### config.mk
export PLATFORM = sky130hd
export DESIGN_NAME = vec_mem_seq_flat
export DESIGN_NICKNAME = d
export VERILOG_FILES = /design/src/rtl/cvp14_pkg.sv /design/src/rtl/vec_mem_seq_if.sv /design/src/rtl/vls_addr_gen.sv /design/src/rtl/vec_mem_seq.sv /design/src/flat_wrapper.sv
export SDC_FILE = /design/constraint.sdc
export NUM_CORES = 1
export LEC_CHECK = 0
export ABC_AREA = 1
export CAP_MARGIN = 20
export CELL_PAD_IN_SITES_DETAIL_PLACEMENT = 1
export CELL_PAD_IN_SITES_GLOBAL_PLACEMENT = 1
export CORE_MARGIN = 2
export CORE_UTILIZATION = 47
export DETAILED_ROUTE_END_ITERATION = 12
export DONT_BUFFER_PORTS = 1
export PLACE_DENSITY = 0.9
export SETUP_SLACK_MARGIN = 0.4
export SLEW_MARGIN = 20
export SYNTH_ARGS = -nofsm -noshare
export SYNTH_HDL_FRONTEND = slang
export SYNTH_HIERARCHICAL = 1
export SYNTH_SLANG_ARGS = --single-unit
### constraint.sdc
create_clock -name Clk1 -period 4.04 [get_ports Clk1]
set_input_delay 0.808 -clock Clk1 [delete_from_list [all_inputs] [get_ports Clk1]]
set_output_delay 0.808 -clock Clk1 [all_outputs]
set_load 0.02 [all_outputs]
### src/rtl/cvp14_pkg.sv
// Shared CVP14 constants, vector load/store state encoding and op codes.
package cvp14_pkg;
    localparam int DATA_W = 16;
    localparam int ADDR_W = 16;
    localparam int VLEN   = 16;
    localparam int NVEC   = 8;
    localparam int VIDX_W = $clog2(NVEC);
    localparam int ELEM_W = $clog2(VLEN);

    typedef enum logic [2:0] {
        IDLE,
        LD_REQ,
        LD_WAIT,
        ST_WR,
        DONE
    } vls_state_t;

    localparam logic OP_VLD = 1'b0;
    localparam logic OP_VST = 1'b1;
endpackage

### src/rtl/vec_mem_seq_if.sv
// Control, DRAM and vector-register-file signals of the vector load/store sequencer.
// Optional VLS_STRIDE_EN adds the Stride request field.
interface vec_mem_seq_if;
    import cvp14_pkg::*;

    logic              Start;
    logic              Op;
    logic [ADDR_W-1:0] BaseAddr;
    logic [VIDX_W-1:0] VecSel;
`ifdef VLS_STRIDE_EN
    logic [ADDR_W-1:0] Stride;
`endif
    logic              Busy;
    logic              Done;
    logic [ADDR_W-1:0] MemAddr;
    logic              MemRD;
    logic              MemWR;
    logic [DATA_W-1:0] MemDataOut;
    logic [DATA_W-1:0] MemDataIn;
    logic              VWrEn;
    logic [VIDX_W-1:0] VWrIdx;
    logic [ELEM_W-1:0] VWrElem;
    logic [DATA_W-1:0] VWrData;
    logic [VIDX_W-1:0] VRdIdx;
    logic [ELEM_W-1:0] VRdElem;
    logic [DATA_W-1:0] VRdData;

    // slave: the sequencer itself; master: control path, DRAM and register file
    modport slave (
`ifdef VLS_STRIDE_EN
        input  Stride,
`endif
        input  Start, Op, BaseAddr, VecSel, MemDataIn, VRdData,
        output Busy, Done, MemAddr, MemRD, MemWR, MemDataOut,
        output VWrEn, VWrIdx, VWrElem, VWrData, VRdIdx, VRdElem
    );

    modport master (
`ifdef VLS_STRIDE_EN
        output Stride,
`endif
        output Start, Op, BaseAddr, VecSel, MemDataIn, VRdData,
        input  Busy, Done, MemAddr, MemRD, MemWR, MemDataOut,
        input  VWrEn, VWrIdx, VWrElem, VWrData, VRdIdx, VRdElem
    );
endinterface

### src/rtl/vls_addr_gen.sv
// Element counter and DRAM address accumulator for one vector transfer.
module vls_addr_gen
    import cvp14_pkg::*;
(
    input  logic              clk,
    input  logic              rst,
    input  logic              load,
    input  logic              step,
    input  logic [ADDR_W-1:0] base,
    input  logic [ADDR_W-1:0] stride,
    output logic [ADDR_W-1:0] addr,
    output logic [ELEM_W-1:0] elem,
    output logic              last
);
    logic [ADDR_W-1:0] addr_q, addr_d;
    logic [ADDR_W-1:0] stride_q, stride_d;
    logic [ELEM_W-1:0] elem_q, elem_d;

    always_ff @(posedge clk) begin
        if (rst) begin
            addr_q   <= '0;
            stride_q <= '0;
            elem_q   <= '0;
        end else begin
            addr_q   <= addr_d;
            stride_q <= stride_d;
            elem_q   <= elem_d;
        end
    end

    // Address wraps modulo 2^ADDR_W by plain overflow of the accumulator.
    always_comb begin
        addr_d   = addr_q;
        stride_d = stride_q;
        elem_d   = elem_q;
        if (load) begin
            addr_d   = base;
            stride_d = stride;
            elem_d   = '0;
        end else if (step) begin
            addr_d = addr_q + stride_q;
            elem_d = elem_q + ELEM_W'(1);
        end
    end

    assign addr = addr_q;
    assign elem = elem_q;
    assign last = (elem_q == ELEM_W'(VLEN - 1));
endmodule

### src/rtl/vec_mem_seq.sv
// Vector load/store sequencer: moves one VLEN-element vector between DRAM and a vector register.
// Optional VLS_STRIDE_EN: element addresses step by bus.Stride instead of 1.
module vec_mem_seq
    import cvp14_pkg::*;
#(
    parameter int RD_LAT = 1
) (
    input  logic         Clk1,
    input  logic         Reset,
    vec_mem_seq_if.slave bus
);
    // state   | meaning
    // IDLE    | waiting for Start
    // LD_REQ  | MemRD issued for element i
    // LD_WAIT | read latency; element written to VRF in the last wait cycle
    // ST_WR   | element i read from VRF and written to DRAM
    // DONE    | one-cycle completion pulse

    localparam int LAT_W = (RD_LAT > 1) ? $clog2(RD_LAT) : 1;

    vls_state_t        state_q, state_d;
    logic [VIDX_W-1:0] vec_q, vec_d;
    logic [LAT_W-1:0]  lat_q, lat_d;
    logic              ag_load, ag_step, ag_last;
    logic [ADDR_W-1:0] ag_addr, stride;
    logic [ELEM_W-1:0] ag_elem;

`ifdef VLS_STRIDE_EN
    assign stride = bus.Stride;
`else
    assign stride = ADDR_W'(1);
`endif

    vls_addr_gen u_addr_gen (
        .clk    (Clk1),
        .rst    (Reset),
        .load   (ag_load),
        .step   (ag_step),
        .base   (bus.BaseAddr),
        .stride (stride),
        .addr   (ag_addr),
        .elem   (ag_elem),
        .last   (ag_last)
    );

    always_ff @(posedge Clk1) begin
        if (Reset) begin
            state_q <= IDLE;
            vec_q   <= '0;
            lat_q   <= '0;
        end else begin
            state_q <= state_d;
            vec_q   <= vec_d;
            lat_q   <= lat_d;
        end
    end

    always_comb begin
        state_d        = state_q;
        vec_d          = vec_q;
        lat_d          = lat_q;
        ag_load        = 1'b0;
        ag_step        = 1'b0;
        bus.Busy       = 1'b0;
        bus.Done       = 1'b0;
        bus.MemAddr    = '0;
        bus.MemRD      = 1'b0;
        bus.MemWR      = 1'b0;
        bus.MemDataOut = '0;
        bus.VWrEn      = 1'b0;
        bus.VWrIdx     = '0;
        bus.VWrElem    = '0;
        bus.VWrData    = '0;
        bus.VRdIdx     = '0;
        bus.VRdElem    = '0;
        case (state_q)
            IDLE: begin
                if (bus.Start) begin
                    ag_load = 1'b1;
                    vec_d   = bus.VecSel;
                    state_d = (bus.Op == OP_VST) ? ST_WR : LD_REQ;
                end
            end
            LD_REQ: begin
                bus.Busy    = 1'b1;
                bus.MemRD   = 1'b1;
                bus.MemAddr = ag_addr;
                lat_d       = LAT_W'(RD_LAT - 1);
                state_d     = LD_WAIT;
            end
            LD_WAIT: begin
                bus.Busy    = 1'b1;
                bus.MemAddr = ag_addr;
                if (lat_q == '0) begin
                    bus.VWrEn   = 1'b1;
                    bus.VWrIdx  = vec_q;
                    bus.VWrElem = ag_elem;
                    bus.VWrData = bus.MemDataIn;
                    ag_step     = 1'b1;
                    state_d     = ag_last ? DONE : LD_REQ;
                end else begin
                    lat_d = lat_q - LAT_W'(1);
                end
            end
            ST_WR: begin
                bus.Busy       = 1'b1;
                bus.VRdIdx     = vec_q;
                bus.VRdElem    = ag_elem;
                bus.MemWR      = 1'b1;
                bus.MemAddr    = ag_addr;
                bus.MemDataOut = bus.VRdData;
                ag_step        = 1'b1;
                state_d        = ag_last ? DONE : ST_WR;
            end
            DONE: begin
                bus.Done = 1'b1;
                state_d  = IDLE;
            end
            default: state_d = IDLE;
        endcase
    end
endmodule
### src/flat_wrapper.sv
// flat-port wrapper written by rule: the top's interface ports become plain ports
module vec_mem_seq_flat import cvp14_pkg::*;
#(
    parameter int RD_LAT = 1
)
  (Clk1, Reset, bus_Start, bus_Op, bus_BaseAddr, bus_VecSel, bus_MemDataIn, bus_VRdData, bus_Busy, bus_Done, bus_MemAddr, bus_MemRD, bus_MemWR, bus_MemDataOut, bus_VWrEn, bus_VWrIdx, bus_VWrElem, bus_VWrData, bus_VRdIdx, bus_VRdElem);
  vec_mem_seq_if bus_i ();
  input  logic Clk1;
  input  logic Reset;
  input wire logic [$bits(bus_i.Start)-1:0] bus_Start;
  input wire logic [$bits(bus_i.Op)-1:0] bus_Op;
  input wire logic [$bits(bus_i.BaseAddr)-1:0] bus_BaseAddr;
  input wire logic [$bits(bus_i.VecSel)-1:0] bus_VecSel;
  input wire logic [$bits(bus_i.MemDataIn)-1:0] bus_MemDataIn;
  input wire logic [$bits(bus_i.VRdData)-1:0] bus_VRdData;
  output wire logic [$bits(bus_i.Busy)-1:0] bus_Busy;
  output wire logic [$bits(bus_i.Done)-1:0] bus_Done;
  output wire logic [$bits(bus_i.MemAddr)-1:0] bus_MemAddr;
  output wire logic [$bits(bus_i.MemRD)-1:0] bus_MemRD;
  output wire logic [$bits(bus_i.MemWR)-1:0] bus_MemWR;
  output wire logic [$bits(bus_i.MemDataOut)-1:0] bus_MemDataOut;
  output wire logic [$bits(bus_i.VWrEn)-1:0] bus_VWrEn;
  output wire logic [$bits(bus_i.VWrIdx)-1:0] bus_VWrIdx;
  output wire logic [$bits(bus_i.VWrElem)-1:0] bus_VWrElem;
  output wire logic [$bits(bus_i.VWrData)-1:0] bus_VWrData;
  output wire logic [$bits(bus_i.VRdIdx)-1:0] bus_VRdIdx;
  output wire logic [$bits(bus_i.VRdElem)-1:0] bus_VRdElem;
  assign bus_i.Start = bus_Start;
  assign bus_i.Op = bus_Op;
  assign bus_i.BaseAddr = bus_BaseAddr;
  assign bus_i.VecSel = bus_VecSel;
  assign bus_i.MemDataIn = bus_MemDataIn;
  assign bus_i.VRdData = bus_VRdData;
  assign bus_Busy = bus_i.Busy;
  assign bus_Done = bus_i.Done;
  assign bus_MemAddr = bus_i.MemAddr;
  assign bus_MemRD = bus_i.MemRD;
  assign bus_MemWR = bus_i.MemWR;
  assign bus_MemDataOut = bus_i.MemDataOut;
  assign bus_VWrEn = bus_i.VWrEn;
  assign bus_VWrIdx = bus_i.VWrIdx;
  assign bus_VWrElem = bus_i.VWrElem;
  assign bus_VWrData = bus_i.VWrData;
  assign bus_VRdIdx = bus_i.VRdIdx;
  assign bus_VRdElem = bus_i.VRdElem;
  vec_mem_seq #(.RD_LAT(RD_LAT)) u_core (.Clk1(Clk1), .Reset(Reset), .bus(bus_i));
endmodule
==> results.md, run 1 <==
- Status: finished clean
- Hold Path Class: reg -> reg
- Layout cell share with drive strength beyond 1: 0.0981
- DRC: 0
- Fin crit share: 0.677
- Clock Tree Buf Depth: 2
- Crit path required time: 3.23 ns
- Crit path kind: reg -> out
- Yosys reg bits: 42
- Grt ovf: 0
- WHS: 0.508 ns
- Largest net degree at the start of global routing: 35
- Final setup viols: 0
- Clk_lat worst skew: 0.31 ns
- Fillers: 953
- CTS Hold Buffers Added: 0
- First-pass DRT Iterations: 4
- CP Capture Type: primary output
- Die X: 86.4 µm
- Ys async rst share: 0
- Mapped Area: 3190 µm²
- Tot GR Track Use: 0.239
- Crit path launch: u_core/state_q[0]$_SDFFE_PP0P_
- R2r startpoint: u_core/state_q[0]$_SDFFE_PP0P_
- PortBufs: 0
- Initial core utilization: 0.478
- Max_cap viols: 0
- DRT iter0 DRCs: 91
- Full die area: 7470 µm²
- Number of global-route vias before repair: 3093
- Sum Neg Setup Slack: 0 ns
- RSZ-0062 raised after global routing: no
- Fin. max-slew vios: 0
- Hold Crit Start: u_core/u_addr_gen/addr[3]$_SDFFE_PP0P_
- Post-CTS Setup Bufs: 0
- Clock transition at path regs: 0.09 ns
- CP max stage delay: 0.52 ns
- Routed Antenna Nets: 0
- VDD IR-drop max: 0.000166 V
- Synthesized netlist cell count: 521
- Yosys Warn Count: 6
- Avg Cell Area, Syn: 6.13 µm²
- Number of flops mapped to enable cells by yosys: 0
- Total CTS buffers: 5
- Per-cell routed wire length: 14.6 µm
- CTS root buf: clkbuf_8
- Main synth FF type: dfxtp_1
- Fmax: 365 MHz
- Final wirelength: 8.88 mm
- Pwr Density: 376 nW/µm²
- Most frequent cells in the layout: nor2_1, inv_1, nand2_1, dfxtp_1, nand3_1
- Final hold vios: 0
- Final Critical Period: 2.74 ns
- Diodes inserted: 0
- Critical-path maximum fanout: 24
- Post_cts resized: 0
- Slowest cell on the critical path: nor2_1
- First-pass GRT wire length: 14.2 mm
- Slew margin rel.: 0.426
- Via count: 3129
- P&R area growth vs syn: 5.88%
- Synth unique cells: 40
- Clock Skew: 0.0102 ns
- DIE HEIGHT: 86.4 µm
- TritonCTS clock tree: built
- Worst path arrival time: 1.93 ns
- Slew @ Worst Pin: 0.860 ns
- Post-layout net count: 601
- Rows: 30
- HPWL Detailed: 6.72 mm
- Register area share after synthesis: 0.263
- Most common cell after layout, fill and taps aside: nor2_1
- Startpoint types: register
- Clk sinks: 42
- LEAKAGE: 1.79 nW
- Crit path cell chain: inv_1, nor2_2, nand2_1, nor2_1
- Via density: 5.13
- Io pins: 122
- GP Congestion: 0.822
- H-tree depth: 2
- Core Footprint: 6680 µm²
- Initial antenna violation count: 0
through the flow:
stage,instances,cell area [µm²],utilization,total power [mW],setup slack (ns)
after floorplan,535,3250,-,0.856,1.87
after global placement,602,3270,0.489,0.914,1.73
after detailed placement,602,3270,0.489,0.938,1.64
after CTS,610,3380,0.506,1.29,1.29
after global routing,610,3380,0.506,1.36,1.14
final,610,3380,0.506,1.27,1.30
worst max-delay path, delay by kind of cell (launching register included):
family,cells,cell delay [ns]
simple gates,3,1.11
flops,1,0.42
buf+inv,1,0.09
cell usage after synthesis, types with 2 or more instances:
cell type / number / share of area
or2_0: 2 / 0.0039
xor2_1: 2 / 0.0055
xnor2_1: 2 / 0.0055
o21ai_0: 17 / 0.027
ha_1: 16 / 0.063
nand3_1: 19 / 0.030
inv_1: 106 / 0.12
buf_2: 6 / 0.0094
a31oi_1: 3 / 0.0059
nand2_2: 9 / 0.018
nor2_1: 109 / 0.13
a21oi_2: 5 / 0.014
nand3b_1: 2 / 0.0047
a22oi_1: 11 / 0.026
clkbuf_1: 4 / 0.0047
conb_1: 2 / 0.0024
nand2_1: 97 / 0.11
nor3_2: 3 / 0.0094
dfxtp_1: 42 / 0.26
nand4_1: 4 / 0.0078
or2_4: 2 / 0.0055
nand3_2: 4 / 0.013
buf_6: 3 / 0.011
a21oi_1: 17 / 0.027
nor2_2: 3 / 0.0059
nor2_4: 4 / 0.014
nor3_1: 7 / 0.011
inv_2: 8 / 0.0094
flip-flops by register name, summed over array words and instances (netlist names):
signal / count
u_core/u_addr_gen/elem: 4
u_core/vec_q: 3
u_core/u_addr_gen/addr: 16
u_core/state_q: 3
u_core/u_addr_gen/stride_q: 16
per-layer routing:
layer	vias to the layer above	track usage	part of all wire
met1	1437	0.270	0.42
li1	1584	-	-
met5	-	0	0
met3	15	0.0362	0.044
met2	93	0.455	0.51
met4	0	0.0767	0.019
cell type report:
cell class,count,area (µm²),share of cell area
Tap cell,80,100,0.0296
Timing Repair Buffer,1,7.51,0.00222
Sequential cell,42,841,0.249
Clock buffer,5,68.8,0.0203
Inverter,115,432,0.128
Clock inverter,3,45.0,0.0133
Multi-Input combinational cell,364,1890,0.558
cell families (layout without fill, tap and decap cells):
logic type      after synthesis  in the layout  share of synthesized area
simple gates                273            273                      0.391
buf+inv                     129            124                      0.162
compound gates               54             54                      0.101
flops                        42             42                      0.263
fa+ha+maj                    17             17                     0.0689
xor+xnor                      4              4                     0.0110
other cells                   2             16                    0.00235
where the power goes:
group / switching [mW] / internal [mW]
logic: 0.305 / 0.130
registers: 0.0357 / 0.461
clock network: 0.158 / 0.184
path summary, 6_finish.rpt:
path | to | slack (ns) | cells after the start
max | bus_MemDataOut[3] | 1.30 | 4
min | u_core/u_addr_gen/addr[3]$_SDFFE_PP0P_ | 0.51 | 2
max reg2reg | u_core/u_addr_gen/addr[14]$_SDFFE_PP0P_ | 1.91 | 7
min reg2reg | u_core/u_addr_gen/addr[3]$_SDFFE_PP0P_ | 0.51 | 2
Power figures use the tool's default switching activity.
==> inputs of run 2 (changes only) <==
--- a/config.mk
+++ b/config.mk
@@ -10,10 +10,10 @@
 export CELL_PAD_IN_SITES_DETAIL_PLACEMENT = 1
 export CELL_PAD_IN_SITES_GLOBAL_PLACEMENT = 1
 export CORE_MARGIN = 2
-export CORE_UTILIZATION = 47
+export CORE_UTILIZATION = 43
 export DETAILED_ROUTE_END_ITERATION = 12
 export DONT_BUFFER_PORTS = 1
-export PLACE_DENSITY = 0.9
+export PLACE_DENSITY = 0.84
 export SETUP_SLACK_MARGIN = 0.4
 export SLEW_MARGIN = 20
 export SYNTH_ARGS = -nofsm -noshare
==> constraint.sdc (replaced) <==
create_clock -name Clk1 -period 2.83 [get_ports Clk1]
set_input_delay 0.566 -clock Clk1 [delete_from_list [all_inputs] [get_ports Clk1]]
set_output_delay 0.566 -clock Clk1 [all_outputs]
set_load 0.02 [all_outputs]
==> results.md, run 2 (synthesis gave the netlist of run 1 again) <==
- TritonCTS clock tree: built
- HPWL Detailed: 6.94 mm
- CTS root buf: clkbuf_8
- Tot GR Track Use: 0.223
- Most common cell after layout, fill and taps aside: inv_1
- Core Footprint: 7210 µm²
- Via density: 4.99
- H-tree depth: 2
- Fin. max-slew vios: 0
- Number of global-route vias before repair: 3164
- GP Congestion: 0.848
- Startpoint types: register
- DRC: 0
- Final cell count without fillers: 630
- DIE HEIGHT: 90.2 µm
- Most frequent cells in the layout: inv_1, nand2_1, nor2_1, dfxtp_1, nand3_1
- Slew @ Worst Pin: 0.895 ns
- Slew margin rel.: 0.403
- Clock transition at path regs: 0.09 ns
- First-pass DRT Iterations: 4
- Via count: 3142
- Reg2Reg Setup Slack: 0.73 ns
- Fin crit share: 0.863
- Max_cap viols: 0
- Total CTS buffers: 5
- Worst path arrival time: 1.88 ns
- Largest net degree at the start of global routing: 25
- Initial core utilization: 0.443
- Full die area: 8130 µm²
- Clock Skew: 0.00945 ns
- PortBufs: 0
- Pwr Density: 555 nW/µm²
- Final hold vios: 0
- Final setup viols: 0
- RSZ-0062 raised after global routing: yes
- VDD IR-drop max: 0.000265 V
- Crit path required time: 2.26 ns
- Clk_lat worst skew: 0.30 ns
- Clk sinks: 42
- DRT iter0 DRCs: 78
- Grt ovf: 0
- Clock Tree Buf Depth: 2
- Die X: 90.2 µm
- CTS Hold Buffers Added: 0
- Status: finished clean
- Final wirelength: 9.02 mm
- Layout cell share with drive strength beyond 1: 0.132
- Critical-path maximum fanout: 17
- Per-cell routed wire length: 14.3 µm
- LEAKAGE: 1.82 nW
- Final Critical Period: 2.44 ns
- Initial antenna violation count: 0
- Io pins: 122
- CP Capture Type: primary output
- Hold Path Class: in -> reg
- Crit path kind: reg -> out
- Rows: 31
- Diodes inserted: 0
- Routed Antenna Nets: 0
- Post-layout net count: 602
- P&R area growth vs syn: 9.32%
- Sum Neg Setup Slack: 0 ns
- Dpl cells: 622
- Fmax: 409 MHz
- First-pass GRT wire length: 15.0 mm
run 2: cell count changes in the layout (fill, tap and decap cells not counted):
| cell | delta |
|---|---|
| bufinv_16 | +1 |
| nand2_2 | +1 |
| nor2_2 | +15 |
| buf_4 | +1 |
| inv_2 | -1 |
| nor2_1 | -16 |
| nand2_1 | -1 |
| clkbuf_8 | +1 |
| inv_4 | +1 |
| nor2_4 | +1 |
| clkinvlp_4 | -2 |
run 2: where the power goes:
group	leakage, nW	total, mW	switching, mW	internal (mW)
Combinational	1.40	0.637	0.446	0.191
Clock	0.0714	0.594	0.217	0.376
Sequential	0.346	0.708	0.0499	0.658
run 2: worst paths after layout:
check / from / endpoint / cells past startpoint
worst max-delay path: u_core/state_q[2]$_SDFFE_PP0P_ / bus_MemAddr[0] / 3
worst min-delay path: Reset / u_core/u_addr_gen/addr[8]$_SDFFE_PP0P_ / 1
worst max register to register: u_core/state_q[0]$_SDFFE_PP0P_ / u_core/u_addr_gen/elem[3]$_SDFFE_PP0P_ / 6
worst min register to register: u_core/u_addr_gen/addr[4]$_SDFFE_PP0P_ / u_core/u_addr_gen/addr[4]$_SDFFE_PP0P_ / 2
run 2: worst max-delay path, cell delays in order (launching register included):
cell,delay (ns)
dfxtp_1,0.45
nor2_4,0.12
nor2_2,0.71
nor2_1,0.29
run 2: layout make-up:
cell class,count,area [µm²]
sequential,42,841
clock inverter,2,60.1
fill,1007,3720
tap,99,124
inverter,115,434
clock buffer,6,82.6
multi-input combinational,364,1940
timing repair buffer,2,15.0
run 2: timing repair:
item	CTS	global route
setup endpoints to repair	36	64
buffers inserted	0	0
gates resized for setup	12	8
gates cloned	0	0
run 2: per-layer routing:
layer / GRT usage / wire length (µm) / up-vias
met3: 0.0419 / 396 / 10
met2: 0.415 / 4520 / 84
met4: 0.0436 / 97 / 0
met1: 0.267 / 4000 / 1469
met5: 0 / 0 / -
li1: - / - / 1579
run 2: through the flow:
step / cell area (µm²) / power [mW] / worst slack, ns / util / hold slack, ns
6_report: 3490 / 1.94 / 0.387 / 0.484 / 0.318
5_1_grt: 3490 / 2.07 / 0.303 / 0.484 / 0.301
4_1_cts: 3470 / 1.95 / 0.340 / 0.481 / 0.314
3_5_place_dp: 3300 / 1.34 / 0.677 / 0.457 / 0.496
3_3_place_gp: 3300 / 1.31 / 0.773 / 0.457 / 0.480
2_1_floorplan: 3250 / 1.22 / 0.898 / - / 0.467
==> inputs of run 3 (changes only) <==
--- a/config.mk
+++ b/config.mk
@@ -14,6 +14,7 @@
 export DETAILED_ROUTE_END_ITERATION = 12
 export DONT_BUFFER_PORTS = 1
 export PLACE_DENSITY = 0.84
+export RECOVER_POWER = 25
 export SETUP_SLACK_MARGIN = 0.4
 export SLEW_MARGIN = 20
 export SYNTH_ARGS = -nofsm -noshare
==> results.md, run 3 (synthesis gave the netlist of run 1 again) <==
- Status: finished clean
- Final Util: 0.482
- RR Endpoint: u_core/u_addr_gen/addr[0]$_SDFFE_PP0P_
- WHS Endpoint: u_core/u_addr_gen/addr[12]$_SDFFE_PP0P_
- First-pass GRT wire length: 15.0 mm
- Sum Neg Setup Slack: 0 ns
- Reg2Reg Setup Slack: 0.47 ns
- Sw frac: 0.368
- LEAKAGE: 1.81 nW
- Fin crit share: 0.863
- Register area: 841 µm²
- Worst path arrival time: 1.88 ns
- Placed cell area: 3300 µm²
- Startpoint types: register
- Grt ovf: 0
- HPWL Detailed: 6.94 mm
- Crit path launch: u_core/state_q[2]$_SDFFE_PP0P_
- RSZ-0062 raised after global routing: yes
- H-tree depth: 2
- Number of global-route vias before repair: 3164
- Clk sinks: 42
- Core Footprint: 7210 µm²
- Pwr Density: 556 nW/µm²
- Power share of the clock group: 0.307
- Final Critical Period: 2.44 ns
- P&R area growth vs syn: 8.97%
- Most common cell after layout, fill and taps aside: inv_1
- Worst reg2reg path depth: 9
- Fin. max-slew vios: 0
- Clk_lat worst skew: 0.30 ns
- Rows: 31
- Dpl ws: 0.677 ns
- Fillers: 1007
- PortBufs: 0
- P_sw: 0.712 mW
- Combinational power share: 0.327
- Final setup viols: 0
- Io pins: 122
- Via density: 4.98
- Power Total: 1.93 mW
- Dpl cells: 622
- DRC: 0
- Most frequent cells in the layout: inv_1, nand2_1, nor2_1, dfxtp_1
- Final wirelength: 9.01 mm
- Largest net degree at the start of global routing: 25
- Min-Delay Path Depth: 1
- Sequential power share: 0.366
- Initial core utilization: 0.443
- Clock transition at path regs: 0.09 ns
- Clock Tree Buf Depth: 2
- WHS: 0.321 ns
- Total CTS buffers: 5
- VDD IR-drop max: 0.000265 V
- DRT iter0 DRCs: 85
- Hold Path Class: in -> reg
- Clock Skew: 0.00944 ns
- Slew @ Worst Pin: 0.897 ns
- Fmax: 410 MHz
- Crit path kind: reg -> out
- Critical-path maximum fanout: 17
- Internal Power: 1.22 mW
- Final hold vios: 0
- Final cell count without fillers: 630
- Routed Antenna Nets: 0
- Via count: 3135
- Post-route setup slack: 0.389 ns
- Post-layout net count: 602
- Area of the multi-input gates: 1930 µm²
- Slew margin rel.: 0.402
- GP Congestion: 0.848
- TritonCTS clock tree: built
- Final Instance Area: 3480 µm²
- Hold Crit Start: Reset
- Tot GR Track Use: 0.223
- Layout cell share with drive strength beyond 1: 0.126
- First-pass DRT Iterations: 4
- Diodes inserted: 0
- Per-cell routed wire length: 14.3 µm
- R2r startpoint: u_core/state_q[0]$_SDFFE_PP0P_
- DIE HEIGHT: 90.2 µm
- CTS root buf: clkbuf_8
- Max_cap viols: 0
- CP Capture Type: primary output
- Full die area: 8130 µm²
- Crit path required time: 2.26 ns
- CTS Hold Buffers Added: 0
- Die X: 90.2 µm
- Initial antenna violation count: 0
run 3: final cells by class:
class	instances	share of cell area
Tap cell	99	0.0356
Timing Repair Buffer	2	0.00324
Clock inverter	2	0.0173
Multi-Input combinational cell	364	0.554
Sequential cell	42	0.242
Inverter	115	0.125
Clock buffer	6	0.0237
run 3: what timing repair did:
| item | CTS | global route |
|---|---|---|
| gates resized for setup | 12 | 8 |
| pin swaps | 0 | 0 |
| endpoints found under the setup margin | 36 | 64 |
| setup buffers | 0 | 0 |
run 3: worst max path at each step:
stage	slack, ns	end	cells after the start
global route	0.17	u_core/u_addr_gen/addr[0]$_SDFFE_PP0P_	9
global placement	0.77	bus_MemDataOut[0]	4
detailed placement	0.68	bus_MemDataOut[10]	4
finish	0.39	bus_MemAddr[0]	3
CTS	0.34	bus_MemDataOut[10]	4
floorplan	0.90	bus_VWrData[0]	7
run 3: critical path, stage by stage, from the launching register on:
cell,delay (ns)
dfxtp_1,0.45
nor2_4,0.12
nor2_2,0.71
nor2_1,0.29
run 3: layer usage:
layer	vias to the layer above	GRT usage	part of all wire	routed length, µm
met5	-	0	0	0
met4	0	0.0436	0.011	97
met3	10	0.0419	0.043	386
met2	82	0.415	0.50	4530
met1	1465	0.267	0.44	4000
li1	1578	-	-	-
run 3: power by group through the flow:
| stage | Sequential [mW] | Clock [mW] | Combinational (mW) |
|---|---|---|---|
| after floorplan | 0.706 | 0 | 0.516 |
| after global routing | 0.718 | 0.634 | 0.710 |
| final | 0.708 | 0.594 | 0.632 |
| after CTS | 0.709 | 0.607 | 0.633 |
| after global placement | 0.717 | 0 | 0.591 |
| after detailed placement | 0.722 | 0 | 0.620 |
